## src/rtl/alu_pipe_ctrl_if.sv

```systemverilog
// Operand/result handshake bundle for alu_pipe_ctrl.
// Operand side and result side each use their own valid/ready pair.
interface alu_pipe_ctrl_if #(
    parameter int WIDTH   = 8,
    parameter int ALUOP_W = 3
);
    logic               in_valid;
    logic               in_ready;
    logic [WIDTH-1:0]   a;
    logic [WIDTH-1:0]   b;
    logic [ALUOP_W-1:0] m;
    logic               out_valid;
    logic               out_ready;
    logic [WIDTH-1:0]   y;
    logic               zf;
    logic               cf;
    logic               of;
    logic               busy;

    modport slave (
        input  in_valid, a, b, m, out_ready,
        output in_ready, out_valid, y, zf, cf, of, busy
    );

    modport master (
        output in_valid, a, b, m, out_ready,
        input  in_ready, out_valid, y, zf, cf, of, busy
    );
endinterface

```

## src/rtl/alu_pipe_ctrl.sv

```systemverilog
// Handshaked ALU: single-cycle logic/arith/shift ops plus a
// WIDTH-cycle shift-add multiply; result held until consumed.
module alu_pipe_ctrl #(
    parameter int WIDTH   = 8,
    parameter int ALUOP_W = 3
) (
    input  logic            clk,
    input  logic            rst,
    alu_pipe_ctrl_if.slave  bus
);
    localparam int SH_W = $clog2(WIDTH);
    localparam logic [SH_W:0] LP_WV = (SH_W+1)'(WIDTH);
    localparam logic [SH_W-1:0] LP_LAST = SH_W'(WIDTH-1);

    localparam logic [ALUOP_W-1:0] OP_ADD = 3'd0;
    localparam logic [ALUOP_W-1:0] OP_SUB = 3'd1;
    localparam logic [ALUOP_W-1:0] OP_AND = 3'd2;
    localparam logic [ALUOP_W-1:0] OP_OR  = 3'd3;
    localparam logic [ALUOP_W-1:0] OP_XOR = 3'd4;
    localparam logic [ALUOP_W-1:0] OP_SHL = 3'd5;
    localparam logic [ALUOP_W-1:0] OP_SRA = 3'd6;
    localparam logic [ALUOP_W-1:0] OP_MUL = 3'd7;

    typedef enum logic [1:0] {
        S_IDLE,
        S_MUL,
        S_DONE
    } state_t;

    state_t r_state;
    state_t w_state_nxt;

    logic [WIDTH-1:0]   r_y;
    logic               r_zf;
    logic               r_cf;
    logic               r_of;
    logic [2*WIDTH-1:0] r_mcand;
    logic [2*WIDTH-1:0] r_acc;
    logic [WIDTH-1:0]   r_mplier;
    logic [SH_W-1:0]    r_cnt;

    logic               w_in_ready;
    logic               w_accept;
    logic               w_is_mul;
    logic               w_mul_last;
    logic [2*WIDTH-1:0] w_acc_nxt;

    logic [WIDTH-1:0]   w_res;
    logic               w_cf;
    logic               w_of;
    logic [WIDTH:0]     w_sum;
    logic [WIDTH:0]     w_dif;
    logic [WIDTH:0]     w_shl;
    logic [WIDTH:0]     w_sra;
    logic [SH_W-1:0]    w_sh;
    logic               w_sh_big;
    logic               w_sh_zero;

    assign w_accept   = bus.in_valid & w_in_ready;
    assign w_is_mul   = (bus.m == OP_MUL);
    assign w_mul_last = (r_cnt == LP_LAST);
    assign w_acc_nxt  = r_acc + (r_mplier[0] ? r_mcand : '0);

    assign w_sh      = bus.b[SH_W-1:0];
    assign w_sh_big  = ({1'b0, w_sh} >= LP_WV);
    assign w_sh_zero = (w_sh == '0);
    assign w_sum     = {1'b0, bus.a} + {1'b0, bus.b};
    assign w_dif     = {1'b0, bus.a} - {1'b0, bus.b};
    assign w_shl     = {1'b0, bus.a} << w_sh;
    // Extra low bit catches the last bit shifted out of the right end.
    assign w_sra     = $signed({bus.a, 1'b0}) >>> w_sh;

    always_comb begin
        w_res = '0;
        w_cf  = 1'b0;
        w_of  = 1'b0;
        unique case (bus.m)
            OP_ADD: begin
                w_res = w_sum[WIDTH-1:0];
                w_cf  = w_sum[WIDTH];
                w_of  = (bus.a[WIDTH-1] == bus.b[WIDTH-1]) &
                        (w_sum[WIDTH-1] != bus.a[WIDTH-1]);
            end
            OP_SUB: begin
                w_res = w_dif[WIDTH-1:0];
                w_cf  = w_dif[WIDTH];
                w_of  = (bus.a[WIDTH-1] != bus.b[WIDTH-1]) &
                        (w_dif[WIDTH-1] != bus.a[WIDTH-1]);
            end
            OP_AND: w_res = bus.a & bus.b;
            OP_OR:  w_res = bus.a | bus.b;
            OP_XOR: w_res = bus.a ^ bus.b;
            OP_SHL: begin
                if (w_sh_big) begin
                    w_res = '0;
                end else begin
                    w_res = w_shl[WIDTH-1:0];
                    w_cf  = w_shl[WIDTH];
                end
            end
            OP_SRA: begin
                if (w_sh_big) begin
                    w_res = {WIDTH{bus.a[WIDTH-1]}};
                end else begin
                    w_res = w_sra[WIDTH:1];
                    w_cf  = w_sra[0] & ~w_sh_zero;
                end
            end
            OP_MUL: w_res = '0;
        endcase
    end

    always_ff @(posedge clk or negedge rst) begin
        if (!rst) begin
            r_state <= S_IDLE;
        end else begin
            r_state <= w_state_nxt;
        end
    end

    always_comb begin
        w_state_nxt = r_state;
        unique case (r_state)
            S_IDLE: begin
                if (w_accept) begin
                    w_state_nxt = w_is_mul ? S_MUL : S_DONE;
                end
            end
            S_MUL: begin
                if (w_mul_last) begin
                    w_state_nxt = S_DONE;
                end
            end
            S_DONE: begin
                if (w_accept) begin
                    w_state_nxt = w_is_mul ? S_MUL : S_DONE;
                end else if (bus.out_ready) begin
                    w_state_nxt = S_IDLE;
                end
            end
            default: w_state_nxt = S_IDLE;
        endcase
    end

    always_comb begin
        w_in_ready = 1'b0;
        if (rst) begin
            w_in_ready = (r_state == S_IDLE) |
                         ((r_state == S_DONE) & bus.out_ready);
        end
    end

    assign bus.in_ready  = w_in_ready;
    assign bus.out_valid = (r_state == S_DONE);
    assign bus.busy      = (r_state == S_MUL);
    assign bus.y         = r_y;
    assign bus.zf        = r_zf;
    assign bus.cf        = r_cf;
    assign bus.of        = r_of;

    always_ff @(posedge clk or negedge rst) begin
        if (!rst) begin
            r_y      <= '0;
            r_zf     <= 1'b0;
            r_cf     <= 1'b0;
            r_of     <= 1'b0;
            r_mcand  <= '0;
            r_acc    <= '0;
            r_mplier <= '0;
            r_cnt    <= '0;
        end else if (w_accept && !w_is_mul) begin
            r_y  <= w_res;
            r_zf <= (w_res == '0);
            r_cf <= w_cf;
            r_of <= w_of;
        end else if (w_accept) begin
            r_mcand  <= {{WIDTH{1'b0}}, bus.a};
            r_mplier <= bus.b;
            r_acc    <= '0;
            r_cnt    <= '0;
        end else if (r_state == S_MUL) begin
            r_acc    <= w_acc_nxt;
            r_mcand  <= r_mcand << 1;
            r_mplier <= r_mplier >> 1;
            r_cnt    <= r_cnt + 1'b1;
            if (w_mul_last) begin
                r_y  <= w_acc_nxt[WIDTH-1:0];
                r_zf <= (w_acc_nxt[WIDTH-1:0] == '0);
                r_cf <= |w_acc_nxt[2*WIDTH-1:WIDTH];
                r_of <= |w_acc_nxt[2*WIDTH-1:WIDTH];
            end
        end
    end
endmodule

```

## src/flat_wrapper.sv

```systemverilog
// flat-port wrapper written by rule: the top's interface ports become plain ports
module alu_pipe_ctrl_flat 
#(
    parameter int WIDTH   = 8,
    parameter int ALUOP_W = 3
)
  (clk, rst, bus_in_valid, bus_a, bus_b, bus_m, bus_out_ready, bus_in_ready, bus_out_valid, bus_y, bus_zf, bus_cf, bus_of, bus_busy);
  alu_pipe_ctrl_if #(.WIDTH(WIDTH), .ALUOP_W(ALUOP_W)) bus_i ();
  input  logic clk;
  input  logic rst;
  input wire logic [$bits(bus_i.in_valid)-1:0] bus_in_valid;
  input wire logic [$bits(bus_i.a)-1:0] bus_a;
  input wire logic [$bits(bus_i.b)-1:0] bus_b;
  input wire logic [$bits(bus_i.m)-1:0] bus_m;
  input wire logic [$bits(bus_i.out_ready)-1:0] bus_out_ready;
  output wire logic [$bits(bus_i.in_ready)-1:0] bus_in_ready;
  output wire logic [$bits(bus_i.out_valid)-1:0] bus_out_valid;
  output wire logic [$bits(bus_i.y)-1:0] bus_y;
  output wire logic [$bits(bus_i.zf)-1:0] bus_zf;
  output wire logic [$bits(bus_i.cf)-1:0] bus_cf;
  output wire logic [$bits(bus_i.of)-1:0] bus_of;
  output wire logic [$bits(bus_i.busy)-1:0] bus_busy;
  assign bus_i.in_valid = bus_in_valid;
  assign bus_i.a = bus_a;
  assign bus_i.b = bus_b;
  assign bus_i.m = bus_m;
  assign bus_i.out_ready = bus_out_ready;
  assign bus_in_ready = bus_i.in_ready;
  assign bus_out_valid = bus_i.out_valid;
  assign bus_y = bus_i.y;
  assign bus_zf = bus_i.zf;
  assign bus_cf = bus_i.cf;
  assign bus_of = bus_i.of;
  assign bus_busy = bus_i.busy;
  alu_pipe_ctrl #(.WIDTH(WIDTH), .ALUOP_W(ALUOP_W)) u_core (.clk(clk), .rst(rst), .bus(bus_i));
endmodule
```

## config.mk

```make
export PLATFORM = sky130hd
export DESIGN_NAME = alu_pipe_ctrl_flat
export DESIGN_NICKNAME = d
export VERILOG_FILES = /design/src/rtl/alu_pipe_ctrl_if.sv /design/src/rtl/alu_pipe_ctrl.sv /design/src/flat_wrapper.sv
export SDC_FILE = /design/constraint.sdc
export NUM_CORES = 1
export LEC_CHECK = 0
export CELL_PAD_IN_SITES_DETAIL_PLACEMENT = 0
export CELL_PAD_IN_SITES_GLOBAL_PLACEMENT = 2
export CORE_MARGIN = 2
export CORE_UTILIZATION = 36
export CTS_CLUSTER_SIZE = 14
export DETAILED_ROUTE_END_ITERATION = 12
export GPL_ROUTABILITY_DRIVEN = 0
export PLACE_DENSITY_LB_ADDON = 0.25
export SLEW_MARGIN = 5
export SYNTH_ARGS = -nofsm -noshare
export SYNTH_HDL_FRONTEND = slang
export SYNTH_SLANG_ARGS = --single-unit
export TNS_END_PERCENT = 1
```

## constraint.sdc

```tcl
create_clock -name clk -period 4.2 [get_ports clk]
set_clock_uncertainty 0.15 [all_clocks]
set_input_delay 0.84 -clock clk [delete_from_list [all_inputs] [get_ports clk]]
set_output_delay 0.84 -clock clk [all_outputs]
set_load 0.005 [all_outputs]
```

[Word level (Yosys, flattened, before mapping)]
Cells that the tools add are included.
Storage, ports and cells
  input bits: 23
  bits in read-only memories: 0
  output and inout bits: 14
  memories: 0
  bits in latches: 0
  RAM bits: 0
  logic and storage cells: 90
  bits in registers: 56
Operators by class
  muxes and demuxes: 32
  shifts and indexed selects: 2
  $mul: 0
  bitwise gates (word level): 11
  add/subtract/negate cells: 4
  equal/unequal tests: 18
  divide/modulo/power cells: 0
  $lt $le $gt $ge: 0
  reduce and logical (&&, ||, !) cells: 14
Operator list (number)
  two-way mux 16 bit: 5
  case mux 8 bit (8 select lines): 1
  two-way mux 8 bit: 6
  adder 16 bit: 1
  logical NOT 8 bit: 2
  == test 3 bit, second input constant: 5
  two-way mux 1 bit: 10
  two-way mux 2 bit: 5
  adder 8 x 8 -> 9 bit: 1
  left shift 8 x 3 -> 9 bit: 1
  >>> shifter 9 x 3 -> 9 bit: 1
  subtractor 8 x 8 -> 9 bit: 1
  bitwise AND 8 bit: 1
  bitwise OR 8 bit: 1
  OR reduction 8 bit: 1
  bitwise XOR 8 bit: 1
  == test 3 x 2 -> 1 bit, second input constant: 2
  logical NOT 3 bit: 2
  two-way mux 3 bit: 2
  case mux 2 bit (3 select lines): 1
  AND reduction 3 bit: 2
  nonzero test 2 bit: 3
  bitwise AND 1 bit: 5
  inequality test 2 x 1 -> 1 bit, second input constant: 2
  16 further kinds: 19

[Longest topological paths before layout]
Gate-level depths: netlist of the first run.
  depth in word-level cells: 8
  depth in mapped cells: 12
  gate-level depth less buffers: 11

[Worst setup path before layout of the first run]
No wires, ideal clock.
  kind: input -> register
  start point: input port bus_b[1]
  end point: register u_core.r_y[5] (netlist: u_core.bus.y[5])
  setup slack: 1016 ps
  data required time: 3924 ps
  library setup time: 126 ps
  buffers on the path: 2
  cell stages on the path: 11
  data arrival time: 2908 ps
  cells stage by stage: buf_2 inv_1 buf_2 ha_1 o21ba_2 o21ai_0 a21oi_1 a21oi_1 xnor2_1 a221o_1 a221o_1
Between the ends
  word-level cells in the longest chain between the ends: 3
  elaborated cells on any way between the ends: 6
  classes of those cells: add/sub (2); shift (2); mux (2)
Ends and longest elaborated chain
  start: declaration: RTL line flat_wrapper.sv:13  | input wire logic [$bits(bus_i.b)-1:0] bus_b;
  subtractor 8 x 8 -> 9 bit (tied with other cells): RTL line alu_pipe_ctrl.sv:68  | assign w_dif = {1'b0, bus.a} - {1'b0, bus.b};
  case mux 8 bit (8 select lines) *: RTL line alu_pipe_ctrl.sv:77  | unique case (bus.m)
  two-way mux 8 bit *: RTL line alu_pipe_ctrl.sv:171  | end else if (w_accept && !w_is_mul) begin
  end signal: assignment: RTL line alu_pipe_ctrl.sv:172  | r_y <= w_res;
  end signal: assignment: RTL line alu_pipe_ctrl.sv:187  | r_y <= w_acc_nxt[WIDTH-1:0];
  end: declaration: RTL line alu_pipe_ctrl.sv:33  | logic [WIDTH-1:0] r_y;
Mark *: on every way between the ends. The rest lies on a longest branch, timed or not.
A chain may end at the register's enable or synchronous reset.

[Worst setup path in the final report of the first run]
  start point: input port bus_a[3]
  end point: register u_core.r_y[7] (netlist: u_core.bus.y[7])
Between the ends
  word-level cells in the longest chain between the ends: 3
  elaborated cells on any way between the ends: 6
  classes of those cells: add/sub (2); shift (2); mux (2)
Ends and longest elaborated chain
  start: declaration: RTL line flat_wrapper.sv:12  | input wire logic [$bits(bus_i.a)-1:0] bus_a;
  subtractor 8 x 8 -> 9 bit (tied with other cells): RTL line alu_pipe_ctrl.sv:68
  case mux 8 bit (8 select lines) *: RTL line alu_pipe_ctrl.sv:77
  two-way mux 8 bit *: RTL line alu_pipe_ctrl.sv:171
Marks and branches as above.

==> results of run 1 <==
==> path summary, 6_finish.rpt <==
| check | start | to | cells past startpoint |
|---|---|---|---|
| setup / recovery | bus_a[3] | u_core.bus.y[7]$_DFFE_PN0P_ | 11 |
| hold / removal | u_core.r_mplier[2]$_DFFE_PN0P_ | u_core.r_mplier[2]$_DFFE_PN0P_ | 2 |
| setup reg to reg | u_core.r_mcand[0]$_DFFE_PN0P_ | u_core.bus.of$_DFFE_PN0P_ | 11 |
| hold reg to reg | u_core.r_mplier[2]$_DFFE_PN0P_ | u_core.r_mplier[2]$_DFFE_PN0P_ | 2 |
| max in group asynchronous | rst | u_core.r_mplier[1]$_DFFE_PN0P_ | 2 |
| min in group asynchronous | rst | u_core.bus.y[5]$_DFFE_PN0P_ | 2 |
==> worst reg2reg max path, stage by stage, from the launching register on <==
cell and delay, ps:
dfrtp_1 400, and2_1 200, ha_1 220, fa_1 410, a21oi_1 250, o211ai_1 180, a211oi_2 450, o21ai_0 190
xnor2_1 230, nand4_1 170, nor4_2 440, o31ai_1 130
==> power by group through the flow <==
| stage | clock network [mW] | registers [mW] | logic [mW] |
|---|---|---|---|
| 5_1_grt | 0.567 | 0.886 | 1.09 |
| 4_1_cts | 0.550 | 0.858 | 0.977 |
| 2_1_floorplan | 0 | 0.834 | 0.660 |
| 3_3_place_gp | 0 | 0.860 | 0.965 |
| 3_5_place_dp | 0 | 0.869 | 0.972 |
| 6_report | 0.536 | 0.858 | 0.978 |
==> cells in the mapped netlist, types with 3 or more instances <==
library cell  instances  area share
a211oi_1              6      0.0091
a211oi_2              3      0.0076
a21o_1                7       0.011
a21oi_1              49       0.049
a221o_1               4      0.0081
a221oi_1             11       0.019
a31oi_1               3      0.0038
and2_1               17       0.021
and3_1                4      0.0050
buf_2                 9      0.0091
buf_4                 3      0.0045
clkbuf_1             20       0.015
dfrtp_1              56        0.28
fa_1                  3       0.012
ha_1                 42        0.11
inv_1                32       0.024
mux2i_1              14       0.028
mux4_2                3       0.014
nand2_1              89       0.067
nand2b_1              6      0.0076
nand3_1              10       0.010
nand3b_1              3      0.0045
nand4_1               3      0.0038
nor2_1               53       0.040
nor2b_1               5      0.0063
nor3_1                9      0.0091
o211a_1               3      0.0060
o211ai_1              4      0.0060
o21ai_0              58       0.058
o21bai_1              3      0.0045
o221ai_1              3      0.0053
o22ai_1              18       0.023
o31ai_1               3      0.0045
or3_1                 4      0.0050
xnor2_1              12       0.021
xor2_1                5      0.0088
==> layout make-up <==
cell class              instances  area (µm²)
flip-flops and latches         56        1400
fillers                      1391        7620
multi-input cells             497        3290
clock inverters                 2        60.1
well taps                     176         220
clock buffers                   5         125
inverters                      34         128
repair buffers                 56         505
==> cells by family (layout without fill, tap and decap cells) <==
| kind of cell | count (synthesis) | after routing |
|---|---|---|
| xor+xnor | 17 | 17 |
| mux | 18 | 18 |
| buf+inv | 68 | 97 |
| flops | 56 | 56 |
| compound gates | 204 | 204 |
| fa+ha+maj | 45 | 45 |
| simple gates | 213 | 213 |
==> per-stage QoR <==
stage | setup WS, ps | hold WS, ps | cells | util | total power, mW
floorplan | 1020 | 300 | 621 | - | 1.49
global placement | 356 | 314 | 819 | 0.415 | 1.82
detailed placement | 326 | 322 | 819 | 0.415 | 1.84
CTS | 628 | 338 | 826 | 0.429 | 2.38
global route | 343 | 360 | 826 | 0.429 | 2.55
finish | 600 | 331 | 826 | 0.429 | 2.37
==> state kept, by name, indices dropped and copies added (netlist names) <==
name and flops:
u_core.bus.cf 1, u_core.bus.of 1, u_core.bus.y 8, u_core.bus.zf 1
u_core.r_acc 16, u_core.r_cnt 3, u_core.r_mcand 16, u_core.r_mplier 8
u_core.r_state 2
==> per-layer routing <==
layer,vias up,GRT usage
li1,2291,-
met1,2219,0.323
met2,165,0.314
met3,21,0.0418
met4,0,0.0496
met5,-,0
==> results.json, run 1 <==
{
  "status": "complete, no violations",
  "ios": 37,
  "drt_iter0_drc": 420,
  "initial_utilization": 0.372,
  "synth-main-ff-cell": "dfrtp_1",
  "yosys_register_bits": 56,
  "grt_pass1_vias": 4448,
  "synth_top_family_by_area": "compound AO/OA/AOI/OAI gates",
  "grt-ovfl-total": 0,
  "cp_slowest_stage_delay_ps": 610,
  "synth_nets": 689,
  "final_nets": 718,
  "insertion_delay_ps": 300,
  "crit_path_start_kind": "input pin",
  "crit_path_end_kind": "register",
  "clockPowerShare": 0.226,
  "syn-cell-area_um2": 4970,
  "clk_path_buf_depth": 2,
  "holdCritPathClass": "reg -> reg",
  "synth-compound-area-share": 0.272,
  "slowest_stage": "clkdlybuf4s50_1",
  "ant_nets": 0,
  "area_growth_pct": 15.3,
  "layout_commonest_cell": "nand2_1",
  "clock-sinks": 56,
  "pwr-share-comb": 0.412,
  "htreeDepth": 2,
  "ys_seq_area_frac": 0.282,
  "switching_share": 0.374,
  "leakagePower_nw": 2.59,
  "period_minus_slack_ps": 3600,
  "fmax_ghz": 0.278,
  "fp.dieW_um": 121,
  "synthArstFlopShare": 1.00,
  "antenna_found_initial": 0,
  "criticalPathCategory": "in -> reg",
  "mostFrequentLayoutCells": "nand2_1 (89), o21ai_0 (58), dfrtp_1 (56), nor2_1 (51), a21oi_1 (49)",
  "yosys.area_share.simple": 0.197,
  "finalHoldViolCount": 0,
  "setup_viol": 0,
  "antenna_cells": 0,
  "cp.arrival_ps": 3690,
  "power_switching_mw": 0.888,
  "numPortBuffers": 36,
  "die_y_um": 121,
  "groute.usage.overall": 0.214,
  "drc": 0,
  "drv_cap": 0,
  "wl_met1_mm": 7.73,
  "cp_top_family": "compound AO/OA/AOI/OAI gates",
  "critPathBufInv": 3,
  "cp.required_ps": 4290,
  "synth_mux_area_frac": 0.0441,
  "cts_resized": 0,
  "core_region_area_um2": 13300,
  "vdd_drop_max_mv": 0.188,
  "synthXorXnorAreaFrac": 0.0300,
  "grt_max_degree": 57,
  "seq_power_share": 0.362,
  "synth_warnings": 0,
  "cp_max_fo": 7,
  "die_area_um2": 14800,
  "design_area_um2": 5730,
  "vias": 4696,
  "dr.pass1.iters": 5,
  "dpl_cell_area_um2": 5540,
  "power_density_nw_per_um2": 414,
  "synth_cell_types": 68,
  "synth_fa_ha_area_frac": 0.118,
  "hpwl_mm": 11.9,
  "path_clk_slew_ps": 70,
  "rows": 42,
  "worst_pin_slew_ps": 1070,
  "min_period_over_period": 0.857,
  "wl_met3_um": 933,
  "syn_area_per_cell_um2": 8.00,
  "cts-root-buf": "clkbuf_16",
  "cts_hold_buffers": 0,
  "r2r_slack_ps": 670,
  "p_int_mw": 1.49,
  "avgViaCountPerCell": 5.69,
  "maxUsedRoutingLayer": "met4",
  "postCtsSetupBuffers": 0,
  "synthCells": 621,
  "wl_met2_mm": 6.57,
  "worstPathCellList": "clkdlybuf4s50_1 -> inv_1 -> ha_1 -> inv_1 -> o21a_1 -> a2111oi_0 -> nor2_1 -> a2bb2oi_1 -> nor2_1 -> a221oi_2 -> a221o_1",
  "synth_edf_count": 0,
  "slew_headroom": 0.289,
  "wire_per_inst_um": 18.7,
  "rsz0062_at_grt": "false",
  "drive_above_1_share": 0.0769,
  "cts_tree": "yes",
  "grt_pass1_wl_mm": 24.4,
  "maxSlewViolCount": 0,
  "tns_ps": 0,
  "cts_buffers": 5,
  "totalWireLength_mm": 15.5
}
(Power assumes the default switching activity.)
==> run 2: changes to the inputs <==
CELL_PAD_IN_SITES_DETAIL_PLACEMENT = 1   (was 0)
CELL_PAD_IN_SITES_GLOBAL_PLACEMENT = 1   (was 2)
CORE_UTILIZATION = 45   (was 36)
==> results.json, run 2 (same netlist as run 1, synthesis figures left out) <==
{
  "status": "complete, no violations",
  "postCtsSetupBuffers": 0,
  "numPortBuffers": 36,
  "antenna_found_initial": 0,
  "antenna_cells": 0,
  "drc": 0,
  "grt-ovfl-total": 0,
  "r2r-start": "u_core.r_mplier[0]$_DFFE_PN0P_",
  "setup_viol": 0,
  "area_growth_pct": 12.8,
  "cts_tree": "yes",
  "rsz0062_at_grt": "false",
  "cp_slowest_stage_delay_ps": 560,
  "initial_utilization": 0.460,
  "power_density_nw_per_um2": 389,
  "grt_max_degree": 57,
  "slew_headroom": 0.270,
  "cts_buffers": 5,
  "clock-sinks": 56,
  "fp.dieW_um": 109,
  "path_clk_slew_ps": 110,
  "mostFrequentLayoutCells": "nand2_1 (89), o21ai_0 (58), dfrtp_1 (56), nor2_1 (52), a21oi_1 (49)",
  "criticalPathCategory": "reg -> reg",
  "cts-root-buf": "clkbuf_8",
  "core_region_area_um2": 10800,
  "grt_pass1_wl_mm": 25.5,
  "worstHoldStart": "u_core.r_mplier[2]$_DFFE_PN0P_",
  "leakagePower_nw": 2.56,
  "fmax_ghz": 0.263,
  "final_nets": 720,
  "avgViaCountPerCell": 6.08,
  "grt_pass1_vias": 4833,
  "hpwl_mm": 12.2,
  "min_period_over_period": 0.905,
  "cts_hold_buffers": 0,
  "groute.usage.overall": 0.275,
  "maxSlewViolCount": 0,
  "setup_slack_ps": 399,
  "wire_per_inst_um": 19.7,
  "cts_resized": 0,
  "slowest_stage": "dfrtp_1",
  "worstPathCellList": "and2_1 -> ha_1 -> fa_1 -> a21oi_1 -> o211ai_1 -> a211oi_2 -> o21ai_0 -> xnor2_1 -> nand4_1 -> nor4_2 -> o31ai_1",
  "worst_pin_slew_ps": 1090,
  "ant_nets": 0,
  "vias": 4820,
  "vdd_drop_max_mv": 0.183,
  "ios": 37,
  "crit_path_start_kind": "register",
  "cp_max_fo": 17,
  "rows": 38,
  "pre_cts_slack_ps": 342,
  "die_area_um2": 11900,
  "tns_ps": 0,
  "layout_commonest_cell": "nand2_1",
  "insertion_delay_ps": 320,
  "htreeDepth": 2,
  "crit_path_end_kind": "register",
  "drv_cap": 0,
  "cp.arrival_ps": 3840,
  "finalHoldViolCount": 0,
  "cp.required_ps": 4240,
  "period_minus_slack_ps": 3800,
  "clk_path_buf_depth": 2,
  "totalWireLength_mm": 15.6,
  "largestRegisters": "u_core.r_acc: 16 flops, u_core.r_mcand: 16 flops",
  "crit_start": "u_core.r_mplier[0]$_DFFE_PN0P_",
  "drive_above_1_share": 0.0796,
  "die_y_um": 109,
  "dr.pass1.iters": 5,
  "drt_iter0_drc": 304,
  "holdCritPathClass": "reg -> reg"
}
-- run 2: changes by cell type in the layout (fill, tap and decap cells not counted), moves of 2 or more --
cell	previous run	this run
buf_4	20	22
bufinv_16	2	0
clkbuf_16	5	0
clkbuf_8	0	5
-- run 2: critical path: cells and delay by family, from the launching register on --
family                   cells  cell delay, ps
AO/OA/AOI/OAI                5            1180
AND/OR/NAND/NOR              3             900
flip-flops                   1             560
adder cells (fa/ha/maj)      2             630
XOR/XNOR                     1             240
-- run 2: layout make-up --
type	count	area, µm²
well taps	140	175
fillers	1330	5190
repair buffers	58	520
inverters	34	128
clock inverters	3	27.5
clock buffers	5	68.8
flip-flops and latches	56	1400
multi-input cells	497	3290
-- run 2: final timing paths --
check                                                  to  slack, ps  cells past startpoint
setup / recovery                u_core.bus.of$_DFFE_PN0P_        400                     11
hold / removal             u_core.r_mplier[2]$_DFFE_PN0P_        350                      2
setup reg to reg                u_core.bus.of$_DFFE_PN0P_        400                     11
hold reg to reg            u_core.r_mplier[2]$_DFFE_PN0P_        350                      2
max in group asynchronous  u_core.r_mplier[4]$_DFFE_PN0P_       2910                      2
min in group asynchronous     u_core.r_acc[9]$_DFFE_PN0P_        520                      2
-- run 2: power breakdown --
part           switching [mW]  total, mW  internal [mW]
Clock                   0.200      0.324          0.123
Sequential              0.142      0.870          0.728
Combinational           0.571      0.988          0.417
-- run 2: metrics by stage --
step           area, µm²   util  hold slack [ps]  std cells  power, mW
3_3_place_gp        5510  0.511              314        785       1.80
2_1_floorplan       4970      -              300        621       1.49
5_1_grt             5610  0.519              380        793       2.35
3_5_place_dp        5510  0.511              324        785       1.86
4_1_cts             5610  0.519              352        793       2.19
6_report            5610  0.519              350        793       2.18
-- run 2: layer usage --
metal	share of wire	GRT usage	wire, µm	up-vias
li1	-	-	-	2292
met1	0.47	0.384	7360	2386
met5	0	0	0	-
met3	0.048	0.0478	746	20
met2	0.46	0.443	7220	122
met4	0.017	0.0650	270	0
